==> config.mk <==
export PLATFORM = sky130hd
export DESIGN_NAME = dm_rom_axi_rd
export DESIGN_NICKNAME = d
export VERILOG_FILES = /design/src/rtl/dm_rom_axi_rd.sv
export SDC_FILE = /design/constraint.sdc
export NUM_CORES = 1
export LEC_CHECK = 0
export BUFFER_PORTS_ARGS = -buffer_cell sky130_fd_sc_hd__buf_4
export CAP_MARGIN = 20
export CORE_UTILIZATION = 35
export DETAILED_ROUTE_END_ITERATION = 10
export HOLD_SLACK_MARGIN = 0.05
export PLACE_DENSITY = 0.71
export SLEW_MARGIN = 15
export SYNTH_ARGS = -nofsm -noshare
export SYNTH_HDL_FRONTEND = slang
export SYNTH_SLANG_ARGS = --single-unit
==> constraint.sdc <==
create_clock -name clk -period 2.5 [get_ports clk]
set_input_delay 0.5 -clock clk [delete_from_list [all_inputs] [get_ports clk]]
set_output_delay 0.5 -clock clk [all_outputs]
set_load 0.02 [all_outputs]
==> src/rtl/dm_rom_axi_rd.sv <==
// AXI4 read-only slave for the debug module program ROM.
// Streams bursts back-to-back by prefetching the next ROM word during each beat.
module dm_rom_axi_rd #(
    parameter int AXI_DATA_W = 32,
    parameter int AXI_ID_W   = 4,
    parameter int ADDR_END   = (AXI_DATA_W == 64) ? 1 : 0
) (
    input  logic                  clk,
    input  logic                  rst_n,
    input  logic                  arvalid,
    output logic                  arready,
    input  logic [6:0]            araddr,
    input  logic [AXI_ID_W-1:0]   arid,
    input  logic [7:0]            arlen,
    input  logic [2:0]            arsize,
    input  logic [1:0]            arburst,
    output logic                  rvalid,
    input  logic                  rready,
    output logic [AXI_DATA_W-1:0] rdata,
    output logic [AXI_ID_W-1:0]   rid,
    output logic [1:0]            rresp,
    output logic                  rlast,
    output logic [4:ADDR_END]     rom_addr,
    input  logic [AXI_DATA_W-1:0] rom_rdata
);

    localparam int               IDX_W       = 5 - ADDR_END;
    localparam logic [2:0]       SIZE_MAX    = (AXI_DATA_W == 64) ? 3'd3 : 3'd2;
    localparam logic [1:0]       BURST_FIXED = 2'd0;
    localparam logic [1:0]       BURST_WRAP  = 2'd2;
    localparam logic [1:0]       RESP_OKAY   = 2'b00;
    localparam logic [1:0]       RESP_SLVERR = 2'b10;
    localparam logic [IDX_W-1:0] IDX_ONE     = 1;

    typedef enum logic {IDLE, DATA} state_t;

    state_t             state;
    logic [IDX_W-1:0]   idx;
    logic [IDX_W-1:0]   nxt_idx;
    logic [IDX_W-1:0]   ar_idx;
    logic [IDX_W-1:0]   len_mask;
    logic [7:0]         cnt;
    logic [7:0]         len;
    logic [1:0]         burst;
    logic               err;
    logic               wrap_len_ok;
    logic               ar_err;
    logic               ar_hs;
    logic               r_hs;
    logic               unused_addr;

    assign ar_idx      = araddr[6:2+ADDR_END];
    assign unused_addr = ^araddr[1+ADDR_END:0];
    assign len_mask    = len[IDX_W-1:0];

    assign wrap_len_ok = (arlen == 8'd1) || (arlen == 8'd3) ||
                         (arlen == 8'd7) || (arlen == 8'd15);
    assign ar_err      = (arsize > SIZE_MAX) || (arburst == 2'd3) ||
                         ((arburst == BURST_WRAP) && !wrap_len_ok);

    // Erroneous bursts still walk the ROM, but always as INCR.
    always_comb begin
        nxt_idx = idx + IDX_ONE;
        if (!err) begin
            case (burst)
                BURST_FIXED: nxt_idx = idx;
                BURST_WRAP:  nxt_idx = (idx & ~len_mask) | ((idx + IDX_ONE) & len_mask);
                default:     nxt_idx = idx + IDX_ONE;
            endcase
        end
    end

    // While a beat is presented the ROM already looks up the following one.
    assign rom_addr = (state == IDLE) ? ar_idx : nxt_idx;
    assign arready  = (state == IDLE);
    assign ar_hs    = arvalid && arready;
    assign r_hs     = rvalid && rready;

    always_ff @(posedge clk or negedge rst_n) begin
        if (!rst_n) begin
            state  <= IDLE;
            rvalid <= 1'b0;
            rlast  <= 1'b0;
            rdata  <= '0;
            rid    <= '0;
            rresp  <= RESP_OKAY;
            idx    <= '0;
            cnt    <= '0;
            len    <= '0;
            burst  <= '0;
            err    <= 1'b0;
        end else begin
            case (state)
                IDLE: begin
                    if (ar_hs) begin
                        state  <= DATA;
                        rid    <= arid;
                        len    <= arlen;
                        burst  <= arburst;
                        err    <= ar_err;
                        idx    <= ar_idx;
                        cnt    <= '0;
                        rdata  <= rom_rdata;
                        rresp  <= ar_err ? RESP_SLVERR : RESP_OKAY;
                        rvalid <= 1'b1;
                        rlast  <= (arlen == 8'd0);
                    end
                end
                DATA: begin
                    if (r_hs) begin
                        if (rlast) begin
                            state  <= IDLE;
                            rvalid <= 1'b0;
                            rlast  <= 1'b0;
                        end else begin
                            idx   <= nxt_idx;
                            cnt   <= cnt + 8'd1;
                            rdata <= rom_rdata;
                            rlast <= ((cnt + 8'd1) == len);
                        end
                    end
                end
                default: state <= IDLE;
            endcase
        end
    end

endmodule

# Word-level counts from Yosys, hierarchy flattened

Index checks and enable logic that the tools add are counted.

Register bits after elaboration: 65
Bits in latches: 0
Memory bits (writable): 0
Memory bits (read-only): 0
Input bits: 60
Output and inout bits: 46
Word-level logic and storage cells: 74
Memories: 0

Add/sub/neg operators: 2
Multipliers: 0
Div/mod/pow operators: 0
Magnitude comparators: 1
Equal/unequal tests: 12
Shift operators: 0
Muxes and demuxes: 28
Bitwise operators: 5
Reduce and logical (&&, ||, !) cells: 15

Operators with widths:

| kind                  | number |
|---|---|
| $mux W32              | 3 |
| $pmux W32 S2          | 1 |
| $mux W5               | 5 |
| $mux W8               | 3 |
| $pmux W5 S2           | 2 |
| $pmux W8 S2           | 1 |
| $and A5 B5 Y5         | 2 |
| $mux W1               | 9 |
| $add A8 B1 Y8 const B | 1 |
| $eq A8 B1 Y1 const B  | 1 |
| $eq A8 B2 Y1 const B  | 1 |
| $eq A8 B3 Y1 const B  | 1 |
| $eq A8 B4 Y1 const B  | 1 |
| $eq A8 B8 Y1          | 1 |
| $logic_not A8 Y1      | 1 |
| $eq A2 B2 Y1 const B  | 3 |
| $pmux W1 S2           | 3 |
| $reduce_and A3 Y1     | 2 |
| $add A5 B1 Y5 const B | 1 |
| $logic_or A1 B1 Y1    | 5 |
| $not A5 Y5            | 1 |
| $or A5 B5 Y5          | 1 |
| $ne A2 B1 Y1 const B  | 2 |
| $ne A2 B2 Y1 const B  | 2 |
| 7 further kinds       | 10 |

# Logic depth before layout (Yosys ltp)

Depth in word-level cells: 8
Depth in mapped cells: 7
Depth with buffers taken out: 6

# Least setup slack after synthesis

OpenSTA, ideal clock, no wires.

Path type: flip-flop to flip-flop
From: reg cnt[0]
To: reg rlast
Library setup time: 76 ps
Data arrival time: 1754 ps
Required time: 2424 ps
Setup slack: 670 ps
Stages on the path, launching flop included: 8
Period minus slack after synthesis: 1830 ps
Path through: dfrtp_1 > ha_1 > clkbuf_1 > xor2_1 > nor3_1 > a31oi_1 > or4_1 > o21ai_1

Cells in the longest elaborated chain, start to end: 5

Ends and longest elaborated chain:

| element                  | RTL line | source |
|---|---|---|
| start: declaration       | 42       | `logic [7:0] cnt;` |
| start signal: assignment | 117      | `cnt <= cnt + 8'd1;` |
| $add A8 B1 Y8            | 119      | `rlast <= ((cnt + 8'd1) == len);` |
| $eq A8 B8 Y1             | 119      |  |
| $mux W1                  | 111      | `if (rlast) begin` |
| $mux W1                  | 110      | `if (r_hs) begin` |
| $pmux W1 S2              | 93       | `case (state)` |
| end signal: assignment   | 106      | `rlast <= (arlen == 8'd0);` |
| end signal: assignment   | 119      |  |
| end: declaration         | 22       | `output logic rlast,` |

No other way between the ends. The select of a mux whose other input is x is not followed.
A chain may end at the register's enable or synchronous reset.

==> impl_results.md <==
- GP Congestion: just under 0.8
- Slew Limit Fails: 0
- Hold slack: around 0.23 ns
- Share of cells above drive strength 1: 0.302
- Final min period: roughly 2.2 ns
- Cell count after placement: 534
- DRT Pass-1 Iters: 4
- PortBufs: between 100 and 150
- Post-Synthesis Cells: approximately 340
- Multi-input gate area: ~0.0012 sq mm
- Final setup fails: 0
- CP arrival: 1.73 ns
- Worst path cell trace: nor2_1 > nand2_1 > xor2_1 > mux2_2 > buf_4
- Clock Root Buffer: clkbuf_8
- Synth area leaders: dfrtp_1 54%, nand2_1 20%, xnor2_1 2.7%
- Worst-path fanout max: 6
- Nets@finish: 502
- Fill cells: 798
- Crit path capture: rom_addr[0]
- Max-cap violations: 0
- Via count of the first global-routing pass: about 2,500
- # resized after CTS: 0
- Post-Syn Area: 0.00295 sq mm
- Setup crit end kind: output pin
- Clock Sinks: 63
- Antenna violations before repair: 0
- Final core occ: 0.492
- Yosys top cell area share: 0.535
- R2R Path End: rlast$_DFFE_PN0P_
- Initial drt markers: ~180
- Largest stage delay on the critical path: slightly below 0.4 ns
- Leak: between 2 and 2.5 nW
- Critical path type: reg2out
- Vias: ~2,600
- Most frequent cells in the layout: 158 x nand2_1, 110 x buf_4, 63 x dfrtp_1
- Pwr per Cell Area: around 900 mW/mm^2
- Yosys cell types: 37
- Die width: between 90 and 100 microns
- Syn avg cell area: 8.71 sq um
- Fmax: between 0.4 and 0.5 GHz
- Residual DRC count: 0
- Row count: 33
- Clock slew at reported path FFs: around 0.07 ns
- Slew @ Worst Pin: 0.797 ns
- Final ANT Viol Nets: 0
- Yosys warns: 0
- Clock Skew: approximately 0.009 ns
- Layout area overhead: 36.7%
- Crit. Startpoint: rresp[1]$_DFFE_PN0P_
- Die Area: approximately 0.0088 sq mm
- Crit path max-delay cell type: dfrtp_1
- Register area share after synthesis: 0.535
- Post-DP Area: 0.00378 sq mm
- Most common cell after layout, fill and taps aside: nand2_1
- Crit. path cell count: 5
- Via/cell ratio: about 4.8
- GRT Overall Usage: 0.172
- Reg2Reg Depth: 6
- Fin crit share: 0.893
- Post-synth net total: 400
- Leading area contributor after synthesis: dfrtp_1
- RSZ-0062 raised after global routing: no
- Starting Density: 0.360
- Final WL: 7010 microns
- Critical Path Start Type: flop
- Reg area: between 0.0015 and 0.002 sq mm
- Worst-Skew Late Latency: approximately 0.34 ns
- Hold crit path type: in2async
- Critical R2R Launch: cnt[0]$_DFFE_PN0P_
- Grt ovf: 0
- Final instance area: 0.00403 sq mm
- Critical path buffers and inverters: 1
- Final hold vios: 0
- VDD IR max: between 0.4 and 0.5 mV
- CP required: about 2 ns
- Final std cells w/o fill: 549
- Status: finished, final reports clean
- Worst R2R Setup Slack: a little under 0.6 ns
- Setup_tns: 0 ns
- Core area: 0.00818 sq mm
- Ports: approximately 110
- Hold-fix buffers, CTS: 0
- Post-CTS Setup Repair Bufs: 0
- HPWL after detailed placement: around 5000 microns
- Clk buf depth: 2
- Max transition margin: 0.468
- CTS tree: done
- N_diodes: 0
- First-pass GRT wire length: between 10,000 and 15,000 microns
- H-tree depth: 3
- Largest net degree at the start of global routing: 64
- Drt wl/cell: 12.8 microns
- Die Ht: 93.7 microns
- Synthesized flop and latch total: 63
- Crit path max-delay family: simple AND/OR/NAND/NOR gates
- CTS buffer count: 9
[synth_stat cells]
library cell and n:
and3_1 1, a21oi_1 8, nor3_1 2, or4_1 1, and2_2 1, a21o_2 1, dfrtp_1 63, o31ai_1 2
buf_6 1, conb_1 1, nand3_1 9, clkbuf_1 14, a221oi_1 1, and4_4 1, a211o_1 1, nor2b_1 3
nor4_1 2, xor2_1 7, o21ai_0 15, nor2_1 9, mux2_2 6, nand4b_1 2, and4_1 1, ha_1 2
nand4_1 2, a22oi_1 1, buf_4 2, nand2_1 158, inv_1 2, o211ai_1 1, xnor2_1 9, a31oi_1 4
clkbuf_8 1, o21ai_1 1, nand2b_1 1, bufbuf_16 1, a21boi_0 1
[metal layers]
metal | global-route usage | part of all wire
met1 | 0.209 | 0.43
met2 | 0.274 | 0.48
met3 | 0.0542 | 0.072
met4 | 0.0859 | 0.017
met5 | 0 | 0
[worst register-to-register path: cells and delay by family (launching register included)]
family                   cells  cell delay, ns
AO/OA/AOI/OAI                2            0.17
XOR/XNOR                     1            0.22
adder cells (fa/ha/maj)      1            0.34
flip-flops                   1            0.44
AND/OR/NAND/NOR              2            0.68
[how the worst min path moves through the flow]
stage	to	slack (ns)
final	state$_DFF_PN0_	0.23
after global routing	rdata[25]$_DFFE_PN0P_	0.33
after CTS	state$_DFF_PN0_	0.28
after detailed placement	rdata[22]$_DFFE_PN0P_	0.46
after global placement	rdata[12]$_DFFE_PN0P_	0.45
after floorplan	burst[0]$_DFFE_PN0P_	0.20
[layout make-up]
| type | count | area share |
|---|---|---|
| Clock buffer | 12 | 0.0385 |
| Sequential cell | 63 | 0.392 |
| Multi-Input combinational cell | 254 | 0.308 |
| Clock inverter | 3 | 0.0224 |
| Timing Repair Buffer | 110 | 0.205 |
| Tap cell | 105 | 0.0326 |
| Inverter | 2 | 0.00187 |
[sequential cells by signal, summed over array words and instances (netlist names)]
signal and cells:
burst 2, cnt 8, idx 5, len 8, rdata 32, rid 4
rlast 1, rresp 1, rvalid 1, state 1
[metrics by stage]
| step | power [mW] | setup slack [ns] |
|---|---|---|
| 3_3_place_gp | 2.54 | 0.612 |
| 4_1_cts | 3.70 | 0.260 |
| 3_5_place_dp | 2.58 | 0.599 |
| 5_1_grt | 3.86 | 0.165 |
| 2_1_floorplan | 2.03 | 0.670 |
| 6_report | 3.65 | 0.268 |
[power breakdown]
part / switching [mW] / internal, mW
Combinational: 0.614 / 0.512
Clock: 0.390 / 0.712
Sequential: 0.162 / 1.26
[cells by family (layout without fill, tap and decap cells)]
group | after synthesis | count (layout) | synth area share
buffers and inverters | 21 | 127 | 0.0450
AND/OR/NAND/NOR | 193 | 193 | 0.268
adder cells (fa/ha/maj) | 2 | 2 | 0.00849
multiplexers | 6 | 6 | 0.0229
AO/OA/AOI/OAI | 36 | 36 | 0.0709
flip-flops | 63 | 63 | 0.535
other | 1 | 1 | 0.00127
XOR/XNOR | 16 | 16 | 0.0476
Note: power is estimated with default switching activity, not from simulation.
